File: src/rtl/uart_fifo_ctrl.sv
// uart_fifo_ctrl: full-duplex UART with a runtime bit-period divider, optional
// parity and show-ahead TX/RX FIFOs on ready/valid interfaces.
module uart_fifo_ctrl #(
  parameter int DATA_BITS  = 8,
  parameter int FIFO_DEPTH = 4,
  parameter int DIV_W      = 16
) (
  input  logic                        clk,
  input  logic                        rst_n,
  input  logic [DIV_W-1:0]            i_div,
  input  logic                        i_par_en,
  input  logic                        i_par_odd,
  input  logic                        i_tx_valid,
  output logic                        o_tx_ready,
  input  logic [DATA_BITS-1:0]        i_tx_data,
  output logic                        o_rx_valid,
  input  logic                        i_rx_ready,
  output logic [DATA_BITS-1:0]        o_rx_data,
  output logic [$clog2(FIFO_DEPTH):0] o_tx_level,
  output logic [$clog2(FIFO_DEPTH):0] o_rx_level,
  output logic                        o_tx_busy,
  output logic                        o_err_frame,
  output logic                        o_err_parity,
  output logic                        o_err_overrun,
  input  logic                        i_uart_rx,
  output logic                        o_uart_tx
);
  localparam int AW = $clog2(FIFO_DEPTH);
  localparam int LW = AW + 1;
  localparam int BW = $clog2(DATA_BITS);
  localparam logic [LW-1:0] FULL     = LW'(FIFO_DEPTH);
  localparam logic [BW-1:0] LAST_BIT = BW'(DATA_BITS - 1);

  typedef enum logic [2:0] {S_IDLE, S_START, S_DATA, S_PARITY, S_STOP} state_e;

  // Divider clamped to the shortest usable bit period.
  logic [DIV_W-1:0] div_clamped;
  assign div_clamped = (i_div < DIV_W'(4)) ? DIV_W'(4) : i_div;

  // FIFO state
  logic [DATA_BITS-1:0] tx_mem_q [FIFO_DEPTH];
  logic [DATA_BITS-1:0] rx_mem_q [FIFO_DEPTH];
  logic [AW-1:0] tx_wr_q, tx_wr_d, tx_rd_q, tx_rd_d;
  logic [AW-1:0] rx_wr_q, rx_wr_d, rx_rd_q, rx_rd_d;
  logic [LW-1:0] tx_level_q, tx_level_d, rx_level_q, rx_level_d;
  logic          tx_push, tx_pop, rx_push, rx_pop;

  // TX FSM state
  state_e               tx_state_q, tx_state_d;
  logic [DIV_W-1:0]     tx_cnt_q, tx_cnt_d, tx_div_q, tx_div_d;
  logic [BW-1:0]        tx_bit_q, tx_bit_d;
  logic [DATA_BITS-1:0] tx_sh_q, tx_sh_d, tx_head;
  logic tx_pen_q, tx_pen_d, tx_par_q, tx_par_d, tx_out_q, tx_out_d, tx_start;

  // RX FSM state
  logic                 rx_s1_q, rx_s2_q, rx_prev_q;
  state_e               rx_state_q, rx_state_d;
  logic [DIV_W-1:0]     rx_cnt_q, rx_cnt_d, rx_div_q, rx_div_d;
  logic [BW-1:0]        rx_bit_q, rx_bit_d;
  logic [DATA_BITS-1:0] rx_sh_q, rx_sh_d;
  logic rx_pen_q, rx_pen_d, rx_odd_q, rx_odd_d, rx_pbad_q, rx_pbad_d;
  logic err_frame_q, err_frame_d, err_parity_q, err_parity_d;
  logic err_overrun_q, err_overrun_d;

  assign o_tx_ready    = (tx_level_q != FULL);
  assign tx_push       = i_tx_valid && o_tx_ready;
  assign tx_pop        = tx_start;
  assign tx_head       = tx_mem_q[tx_rd_q];
  assign o_tx_level    = tx_level_q;
  assign o_rx_valid    = (rx_level_q != '0);
  assign rx_pop        = o_rx_valid && i_rx_ready;
  assign o_rx_data     = rx_mem_q[rx_rd_q];
  assign o_rx_level    = rx_level_q;
  assign o_tx_busy     = (tx_state_q != S_IDLE);
  assign o_uart_tx     = tx_out_q;
  assign o_err_frame   = err_frame_q;
  assign o_err_parity  = err_parity_q;
  assign o_err_overrun = err_overrun_q;

  // Pointer and level bookkeeping for both FIFOs; pointers wrap naturally.
  // NOTE: every signal written here is assigned on every path, so no latch is inferred.
  always_comb begin
    tx_wr_d    = tx_wr_q + AW'(tx_push);
    tx_rd_d    = tx_rd_q + AW'(tx_pop);
    tx_level_d = tx_level_q + LW'(tx_push) - LW'(tx_pop);
    rx_wr_d    = rx_wr_q + AW'(rx_push);
    rx_rd_d    = rx_rd_q + AW'(rx_pop);
    rx_level_d = rx_level_q + LW'(rx_push) - LW'(rx_pop);
  end

  // FIFO pointer and level registers.
  // NOTE: sequential state uses <= so every flop samples pre-edge values.
  always_ff @(posedge clk or negedge rst_n) begin
    if (!rst_n) begin
      tx_wr_q <= '0; tx_rd_q <= '0; tx_level_q <= '0;
      rx_wr_q <= '0; rx_rd_q <= '0; rx_level_q <= '0;
    end else begin
      tx_wr_q <= tx_wr_d; tx_rd_q <= tx_rd_d; tx_level_q <= tx_level_d;
      rx_wr_q <= rx_wr_d; rx_rd_q <= rx_rd_d; rx_level_q <= rx_level_d;
    end
  end

  // TX storage: an entry is only read after it has been written.
  always_ff @(posedge clk) begin
    if (tx_push) tx_mem_q[tx_wr_q] <= i_tx_data;
  end

  // RX storage; the head drives o_rx_data directly.
  // NOTE: this array is reset because its head is visible at the port; TX storage is not.
  always_ff @(posedge clk or negedge rst_n) begin
    if (!rst_n) begin
      for (int i = 0; i < FIFO_DEPTH; i++) rx_mem_q[i] <= '0;
    end else if (rx_push) begin
      rx_mem_q[rx_wr_q] <= rx_sh_q;
    end
  end

  // TX framing: each bit held div cycles; back-to-back frames restart from STOP.
  always_comb begin
    tx_state_d = tx_state_q; tx_cnt_d = tx_cnt_q; tx_div_d = tx_div_q;
    tx_bit_d   = tx_bit_q;   tx_sh_d  = tx_sh_q;  tx_pen_d = tx_pen_q;
    tx_par_d   = tx_par_q;   tx_out_d = tx_out_q; tx_start = 1'b0;
    if (tx_state_q != S_IDLE && tx_cnt_q != '0) tx_cnt_d = tx_cnt_q - DIV_W'(1);
    case (tx_state_q)
      S_IDLE:  tx_start = (tx_level_q != '0);
      S_START: if (tx_cnt_q == '0) begin
        tx_state_d = S_DATA;
        tx_bit_d   = '0;
        tx_out_d   = tx_sh_q[0];
        tx_sh_d    = tx_sh_q >> 1;
        tx_cnt_d   = tx_div_q - DIV_W'(1);
      end
      S_DATA: if (tx_cnt_q == '0) begin
        tx_cnt_d = tx_div_q - DIV_W'(1);
        if (tx_bit_q == LAST_BIT) begin
          tx_state_d = tx_pen_q ? S_PARITY : S_STOP;
          tx_out_d   = tx_pen_q ? tx_par_q : 1'b1;
        end else begin
          tx_bit_d = tx_bit_q + BW'(1);
          tx_out_d = tx_sh_q[0];
          tx_sh_d  = tx_sh_q >> 1;
        end
      end
      S_PARITY: if (tx_cnt_q == '0) begin
        tx_state_d = S_STOP;
        tx_out_d   = 1'b1;
        tx_cnt_d   = tx_div_q - DIV_W'(1);
      end
      S_STOP: if (tx_cnt_q == '0) begin
        if (tx_level_q != '0) tx_start = 1'b1;
        else tx_state_d = S_IDLE;
      end
      default: tx_state_d = S_IDLE;
    endcase
    if (tx_start) begin
      tx_state_d = S_START;
      tx_out_d   = 1'b0;
      tx_sh_d    = tx_head;
      tx_div_d   = div_clamped;
      tx_pen_d   = i_par_en;
      tx_par_d   = (^tx_head) ^ i_par_odd;
      tx_cnt_d   = div_clamped - DIV_W'(1);
    end
  end

  // TX FSM registers; the line idles high, including asynchronously in reset.
  always_ff @(posedge clk or negedge rst_n) begin
    if (!rst_n) begin
      tx_state_q <= S_IDLE; tx_cnt_q <= '0; tx_div_q <= DIV_W'(4);
      tx_bit_q   <= '0;     tx_sh_q  <= '0; tx_pen_q <= 1'b0;
      tx_par_q   <= 1'b0;   tx_out_q <= 1'b1;
    end else begin
      tx_state_q <= tx_state_d; tx_cnt_q <= tx_cnt_d; tx_div_q <= tx_div_d;
      tx_bit_q   <= tx_bit_d;   tx_sh_q  <= tx_sh_d;  tx_pen_q <= tx_pen_d;
      tx_par_q   <= tx_par_d;   tx_out_q <= tx_out_d;
    end
  end

  // RX framing: start sampled at mid-bit, later bits every div cycles.
  always_comb begin
    rx_state_d = rx_state_q; rx_cnt_d = rx_cnt_q; rx_div_d = rx_div_q;
    rx_bit_d   = rx_bit_q;   rx_sh_d  = rx_sh_q;  rx_pen_d = rx_pen_q;
    rx_odd_d   = rx_odd_q;   rx_pbad_d = rx_pbad_q;
    rx_push = 1'b0; err_frame_d = 1'b0; err_parity_d = 1'b0; err_overrun_d = 1'b0;
    if (rx_state_q != S_IDLE && rx_cnt_q != '0) rx_cnt_d = rx_cnt_q - DIV_W'(1);
    case (rx_state_q)
      S_IDLE: if (rx_prev_q && !rx_s2_q) begin
        rx_state_d = S_START;
        rx_div_d   = div_clamped;
        rx_pen_d   = i_par_en;
        rx_odd_d   = i_par_odd;
        rx_pbad_d  = 1'b0;
        rx_cnt_d   = (div_clamped >> 1) - DIV_W'(1);
      end
      S_START: if (rx_cnt_q == '0) begin
        rx_state_d = rx_s2_q ? S_IDLE : S_DATA;
        rx_bit_d   = '0;
        rx_cnt_d   = rx_div_q - DIV_W'(1);
      end
      S_DATA: if (rx_cnt_q == '0) begin
        rx_cnt_d = rx_div_q - DIV_W'(1);
        rx_sh_d  = {rx_s2_q, rx_sh_q[DATA_BITS-1:1]};
        if (rx_bit_q == LAST_BIT) rx_state_d = rx_pen_q ? S_PARITY : S_STOP;
        else rx_bit_d = rx_bit_q + BW'(1);
      end
      S_PARITY: if (rx_cnt_q == '0) begin
        rx_state_d = S_STOP;
        rx_pbad_d  = rx_s2_q != ((^rx_sh_q) ^ rx_odd_q);
        rx_cnt_d   = rx_div_q - DIV_W'(1);
      end
      S_STOP: if (rx_cnt_q == '0) begin
        rx_state_d = S_IDLE;
        if (!rx_s2_q)                  err_frame_d   = 1'b1;
        else if (rx_pen_q && rx_pbad_q) err_parity_d  = 1'b1;
        else if (rx_level_q == FULL)    err_overrun_d = 1'b1;
        else                            rx_push       = 1'b1;
      end
      default: rx_state_d = S_IDLE;
    endcase
  end

  // RX synchroniser, FSM registers and one-cycle error pulses.
  always_ff @(posedge clk or negedge rst_n) begin
    if (!rst_n) begin
      rx_s1_q <= 1'b1; rx_s2_q <= 1'b1; rx_prev_q <= 1'b1;
      rx_state_q <= S_IDLE; rx_cnt_q <= '0; rx_div_q <= DIV_W'(4);
      rx_bit_q <= '0; rx_sh_q <= '0; rx_pen_q <= 1'b0; rx_odd_q <= 1'b0;
      rx_pbad_q <= 1'b0; err_frame_q <= 1'b0; err_parity_q <= 1'b0;
      err_overrun_q <= 1'b0;
    end else begin
      rx_s1_q <= i_uart_rx; rx_s2_q <= rx_s1_q; rx_prev_q <= rx_s2_q;
      rx_state_q <= rx_state_d; rx_cnt_q <= rx_cnt_d; rx_div_q <= rx_div_d;
      rx_bit_q <= rx_bit_d; rx_sh_q <= rx_sh_d; rx_pen_q <= rx_pen_d;
      rx_odd_q <= rx_odd_d; rx_pbad_q <= rx_pbad_d;
      err_frame_q <= err_frame_d; err_parity_q <= err_parity_d;
      err_overrun_q <= err_overrun_d;
    end
  end

endmodule
File: config.mk
export PLATFORM = sky130hd
export DESIGN_NAME = uart_fifo_ctrl
export DESIGN_NICKNAME = d
export VERILOG_FILES = /design/src/rtl/uart_fifo_ctrl.sv
export SDC_FILE = /design/constraint.sdc
export NUM_CORES = 1
export LEC_CHECK = 0
export CAP_MARGIN = 20
export CORE_MARGIN = 5
export CORE_UTILIZATION = 50
export CTS_BUF_LIST = sky130_fd_sc_hd__clkbuf_8
export CTS_CLUSTER_SIZE = 10
export DETAILED_ROUTE_END_ITERATION = 16
export GPL_TIMING_DRIVEN = 0
export PLACE_DENSITY_LB_ADDON = 0.12
export SYNTH_ARGS = -nofsm -noshare
export SYNTH_HDL_FRONTEND = slang
export SYNTH_SLANG_ARGS = --single-unit
File: constraint.sdc
create_clock -name clk -period 3.6 [get_ports clk]
set_input_delay 0.72 -clock clk [delete_from_list [all_inputs] [get_ports clk]]
set_output_delay 0.72 -clock clk [all_outputs]
set_load 0.02 [all_outputs]
==> summary.md, run 1 <==
| Metric | Value |
|---|---|
| Tightest Pin Transition | 0.999 ns |
| WL/cell | 17.7 µm |
| Effective utilization at floorplan | 0.509 |
| # rows | 51 |
| Vias/cell | 5.65 |
| CTS tree | done |
| DRC errors left | 0 |
| Clock skew after layout | 0.0176 ns |
| Post-Syn Nets | 1,005 |
| Routability cong. | 0.892 |
| CP Max Fanout | 9 |
| I/O pin cnt | 52 |
| Sequential cell area fraction in the yosys report | 0.475 |
| Crit path DAT | 3.76 ns |
| GRT Util Overall | 0.211 |
| Final Hold Slack | 0.331 ns |
| CTS Root Cell | clkbuf_8 |
| Share of cells above drive strength 1 | 0.147 |
| RSZ-0062 raised after global routing | no |
| Post-synth EDFFs | 32 |
| Number of global-route vias before repair | 7,219 |
| Critical Path Source Type | primary input |
| Worst Setup Slack, final | 0.185 ns |
| Clock buffer depth | 2 |
| Hold Buf Count CTS | 0 |
| Final Hold Vio Count | 0 |
| Num CTS Buffers | 17 |
| Core box area | 19,500 µm² |
| Power Dens Cells | 669 nW/µm² |
| Avg Inst Size Synth | 10.4 µm² |
| Fill count | 1,743 |
| Dpl hpwl | 16,200 µm |
| FFs w/ async S/R, synth | 0.824 |
| Most common cell after layout, fill and taps aside | nand2_1 |
| Die span in x | 151 µm |
| Peak VDD IR | 0.000466 V |
| Synthesized area | 9940 µm² |
| Clk sink count | 182 |
| Dpl ws | -0.998 ns |
| Fin nets | 1,075 |
| Vias | 7,348 |
| Area delta synth->final | 13.7% |
| Pre-antenna DRT Iters | 5 |
| Register Area | 4720 µm² |
| Skew-Pair Late Insertion Delay | 0.48 ns |
| Ys flop type | dfrtp_1 |
| Crit path capture type | flip-flop |
| Hold/Removal Path Class | in2async |
| Total leakage power | 0.00474 µW |
| Worst EP required | 3.95 ns |
| Max Fclk | 293 MHz |
| GRT overflow | 0 |
| CP Class | in2reg |
| H-tree depth | 4 |
| Final Power | 7560 µW |
| IO Port Bufs | 42 |
| Max Transition Viols Final | 0 |
| Antenna cells | 0 |
| Clk pin slew, worst setup/hold paths | 0.11 ns |
| Min Tclk post-route | 3.42 ns |
| Final worst-path cycle share | 0.949 |
| Number of synthesized register bits | 182 |
| Multi-input gate area | 4860 µm² |
| Synth warn | 0 |
| Yosys cell types | 79 |
| Most frequent cells in the layout | nand2_1, dfrtp_1, xnor2_1, nor2_1, mux2_2 |
| Max_cap viols | 0 |
| Initial antenna violation count | 0 |
| Status | finished, final reports clean |
| Die Y | 151 µm |
| 1st-iter DRT viols | 551 |
| Final WL | 23,000 µm |
| First-pass GRT wire length | 37,700 µm |
| Gate Count Post-Synth | 953 |
| Total die area | 22,800 µm² |
| # setup viols final | 0 |
| Relative slew slack | 0.328 |
| Largest net degree at the start of global routing | 92 |
| Number of routed nets with antenna violations | 0 |
[cells by family after synthesis]
family,after synthesis,synth area share
simple gates,368,0.182
flops,182,0.475
compound gates,136,0.0891
xor+xnor,97,0.0855
buf+inv,78,0.0441
mux,71,0.0967
fa+ha+maj,21,0.0279
[synth_stat cells, types with 8 or more instances]
cell type / instances / share of area
mux4_2: 16 / 0.036
nand2_1: 163 / 0.062
mux2i_1: 15 / 0.015
xor2_1: 37 / 0.033
clkbuf_1: 35 / 0.013
dfrtp_1: 144 / 0.36
ha_1: 19 / 0.024
nor2_1: 50 / 0.019
edfxtp_1: 32 / 0.097
or3_1: 11 / 0.0069
inv_1: 22 / 0.0083
mux2_2: 40 / 0.045
nor3_1: 35 / 0.018
nand4_1: 8 / 0.0050
o21ai_0: 40 / 0.020
a211oi_1: 8 / 0.0060
a21oi_1: 28 / 0.014
nor4_1: 16 / 0.010
nand3_1: 24 / 0.012
xnor2_1: 60 / 0.053
[critical path, cell delays in order]
cell,delay (ns)
buf_8,0.12
or4_4,0.53
buf_6,0.15
nor3_4,0.21
nand2_2,0.12
nand2_4,0.11
ha_4,0.17
or3b_4,0.41
or4_4,0.47
or3_4,0.38
xnor2_2,0.16
mux2i_1,0.13
o21ai_1,0.09
[per-layer routing]
layer,GRT usage,vias to the layer above,part of all wire
li1,-,3537,-
met1,0.301,3617,0.46
met2,0.329,167,0.47
met3,0.0518,27,0.055
met4,0.0471,0,0.012
met5,0,-,0
[metrics by stage]
stage,util,instances,instance area [µm²],setup TNS [ns]
global route,0.579,1301,11300,0
finish,0.579,1301,11300,0
global placement,0.549,1260,10700,-679.01
detailed placement,0.552,1264,10800,-8.58
floorplan,-,953,9980,-0.488
CTS,0.575,1296,11200,0
[path summary, 6_finish.rpt]
| path | startpoint | to | slack [ns] | depth (start not counted) |
|---|---|---|---|---|
| worst max-delay path | i_div[8] | rx_cnt_q[14] | 0.18 | 13 |
| worst min-delay path | rst_n | tx_cnt_q[11] | 0.33 | 1 |
| worst max register to register | tx_cnt_q[0] | o_tx_level[2] | 0.22 | 14 |
| worst min register to register | rx_s1_q | rx_s2_q | 0.36 | 0 |
| max in group asynchronous | rst_n | tx_div_q[2] | 2.44 | 2 |
| min in group clk | rx_s1_q | rx_s2_q | 0.36 | 0 |
[registers in the layout, summed over array words and instances, names as in the netlist, 3 cells and up]
signal      count
tx_state_q      3
tx_mem_q       32
o_tx_level      3
rx_div_q       16
o_rx_level      3
rx_state_q      3
rx_sh_q         8
rx_cnt_q       16
tx_div_q       16
rx_bit_q        3
rx_mem_q       32
tx_cnt_q       16
tx_sh_q         8
tx_bit_q        3
[power breakdown]
part | switching [µW] | internal, µW | leakage [µW] | total, µW
Combinational | 1560 | 1290 | 0.00233 | 2850
Clock | 852 | 593 | 0.000215 | 1440
Sequential | 575 | 2700 | 0.00219 | 3270
[timing repair]
action	CTS	global route
endpoints found under the setup margin	8	6
resized for setup	7	12
pin swaps	1	1
buffers inserted	1	5
[area by class of cell]
cell class / instances / area share
Inverter: 23 / 0.00786
Multi-Input combinational cell: 693 / 0.430
Sequential cell: 182 / 0.418
Clock inverter: 15 / 0.0166
Clock buffer: 17 / 0.0207
Timing Repair Buffer: 52 / 0.0458
Tap cell: 265 / 0.0293
Buffer: 54 / 0.0313
Power figures use the tool's default switching activity.
==> run 2: changes to the inputs <==
Settings changed: CORE_MARGIN 5 to 8, GPL_TIMING_DRIVEN 0 to not set, SLEW_MARGIN set to 20.
==> run 2 against run 1 <==
Clock skew decreased by 0.0032 ns. Via count decreased by 0.91%. Core utilization increased by 0.087 points. Sequential share of layout area increased by 0.074 points. Largest cell class unchanged.
==> summary.md, run 2 (same netlist as run 1, synthesis figures left out) <==
| Metric | Value |
|---|---|
| Combinational Power Share | 0.357 |
| Final WL | 22,500 µm |
| WP buf/inv | 1 |
| M3 GR Usage | 0.0425 |
| Worst EP required | 3.94 ns |
| Area delta synth->final | 13.5% |
| Setup TNS | 0 ns |
| Clock skew after layout | 0.0144 ns |
| Biggest regs | rx_mem_q: 32 flops, tx_mem_q: 32 flops |
| Final worst-path cycle share | 0.967 |
| Psw | 2940 µW |
| Hold/Removal Path Class | in2async |
| WL/cell | 17.3 µm |
| Total leakage power | 0.00476 µW |
| DRC errors left | 0 |
| Critical Path Source Type | primary input |
| CP Max Fanout | 2 |
| RSZ-0062 raised after global routing | no |
| Final cell count without fillers | 1,298 |
| IO Port Bufs | 51 |
| Hold Buf Count CTS | 0 |
| Routability cong. | 0.884 |
| Pre-antenna DRT Iters | 5 |
| Crit path max-delay family | simple AND/OR/NAND/NOR gates |
| Part of the power in registers | 0.456 |
| Fill count | 1,711 |
| Flop2flop setup slack | 0.45 ns |
| Most Frequent Cell on Critical Path | or4_4 |
| Dpl hpwl | 15,800 µm |
| DP Area | 10,900 µm² |
| Fin nets | 1,072 |
| CP cell instances | clkdlybuf4s50_1, or4_4, nor3_4, nand2_2, nand2_4, ha_4, or3b_4, or4_4, or3_4, a21oi_2, xnor2_1, a22oi_2 |
| Relative slew slack | 0.517 |
| GR Util met2 | 0.297 |
| Total die area | 24,600 µm² |
| CTS tree | done |
| Peak VDD IR | 0.000369 V |
| Vias | 7,281 |
| Clk sink count | 182 |
| Clk pin slew, worst setup/hold paths | 0.11 ns |
| Slowest-stage cell, CP | or4_4 |
| Clock buffer depth | 2 |
| Setup bufs post-CTS | 0 |
| Number of global-route vias before repair | 7,210 |
| Max_cap viols | 0 |
| Sw frac | 0.394 |
| # rows | 51 |
| Vias/cell | 5.61 |
| Final Hold Vio Count | 0 |
| Final Hold Slack | 0.221 ns |
| Post-route cell area | 11,300 µm² |
| Met1 Use GR | 0.265 |
| Most common cell after layout, fill and taps aside | nand2_1 |
| Most frequent cells in the layout | nand2_1, dfrtp_1, xnor2_1, buf_4 |
| Min Tclk post-route | 3.48 ns |
| Number of routed nets with antenna violations | 0 |
| Initial antenna violation count | 2 |
| Internal power | 4520 µW |
| Effective utilization at floorplan | 0.511 |
| Antenna cells | 0 |
| 1st-iter DRT viols | 362 |
| Skew-Pair Late Insertion Delay | 0.48 ns |
| Crit path DAT | 3.82 ns |
| Die span in x | 157 µm |
| Max Fclk | 287 MHz |
| Dpl ws | -0.361 ns |
| Top Usage Layer GRT | met2 |
| Die Y | 157 µm |
| CP Class | in2reg |
| Max stage delay on crit path | 0.57 ns |
| GRT overflow | 0 |
| Worst Setup Slack, final | 0.120 ns |
| # setup viols final | 0 |
| Core box area | 19,500 µm² |
| Clock power frac | 0.188 |
| Post-Place Cells | 1,266 |
| Max Transition Viols Final | 0 |
| Share of cells above drive strength 1 | 0.164 |
| Resized Gates After CTS | 0 |
| H-tree depth | 4 |
| Power Dens Cells | 661 nW/µm² |
| Largest net degree at the start of global routing | 70 |
| GRT Util Overall | 0.193 |
| Num CTS Buffers | 17 |
| First-pass GRT wire length | 37,300 µm |
| Status | finished, final reports clean |
| Crit path capture type | flip-flop |
| I/O pin cnt | 52 |
| Tightest Pin Transition | 0.719 ns |
| CTS Root Cell | clkbuf_8 |
[run 2: cell count changes in the layout (fill, tap and decap cells not counted), moves of 4 or more]
cell | previous run | this run
clkbuf_1 | 34 | 0
clkdlybuf4s50_1 | 36 | 50
clkbuf_8 | 23 | 17
buf_4 | 10 | 51
nor3_1 | 31 | 35
[run 2: path summary, 6_finish.rpt]
path,start,to,cells after the start
min in group clk,rx_s1_q,rx_s2_q,0
setup reg to reg,tx_cnt_q[9],o_tx_level[2],12
max in group asynchronous,rst_n,rx_sh_q[3],2
setup / recovery,i_div[8],tx_cnt_q[15],12
hold reg to reg,rx_s1_q,rx_s2_q,0
hold / removal,rst_n,tx_wr_q[0],1
[run 2: through the flow]
stage	util	power, µW
5_1_grt	0.580	8030
6_report	0.580	7460
3_3_place_gp	0.558	6050
4_1_cts	0.580	7520
3_5_place_dp	0.558	6100
2_1_floorplan	-	5310
[run 2: final cells by class]
cell class,instances,area (µm²),share of cell area
multi-input combinational,693,4810,0.427
sequential,182,4720,0.419
timing repair buffer,103,915,0.0811
tap,265,332,0.0294
clock buffer,17,234,0.0207
clock inverter,15,179,0.0159
inverter,23,86.3,0.00765
[run 2: power by group through the flow]
stage          combinational (µW)  sequential (µW)  clock [µW]
2_1_floorplan                2120             3190           0
3_3_place_gp                 2620             3430           0
3_5_place_dp                 2670             3430           0
4_1_cts                      2690             3400        1440
5_1_grt                      3000             3500        1520
6_report                     2660             3400        1400
[run 2: layer usage]
metal  up-vias  wire [µm]  share of wire
met1      3570      10700           0.48
met5         -         22        0.00098
li1       3509          -              -
met3        40        962          0.043
met4         4        432          0.019
met2       158      10400           0.46
[run 2: worst reg2reg max path, cell delays in order, from the launching register on]
cell and delay, ns:
dfrtp_1 0.45, or4_4 0.59, nor4_1 0.38, nand3_1 0.22, a21o_1 0.27, inv_2 0.06, ha_1 0.22, inv_1 0.05
ha_1 0.12, inv_1 0.05, fa_1 0.37, xnor2_1 0.15, xnor2_1 0.12
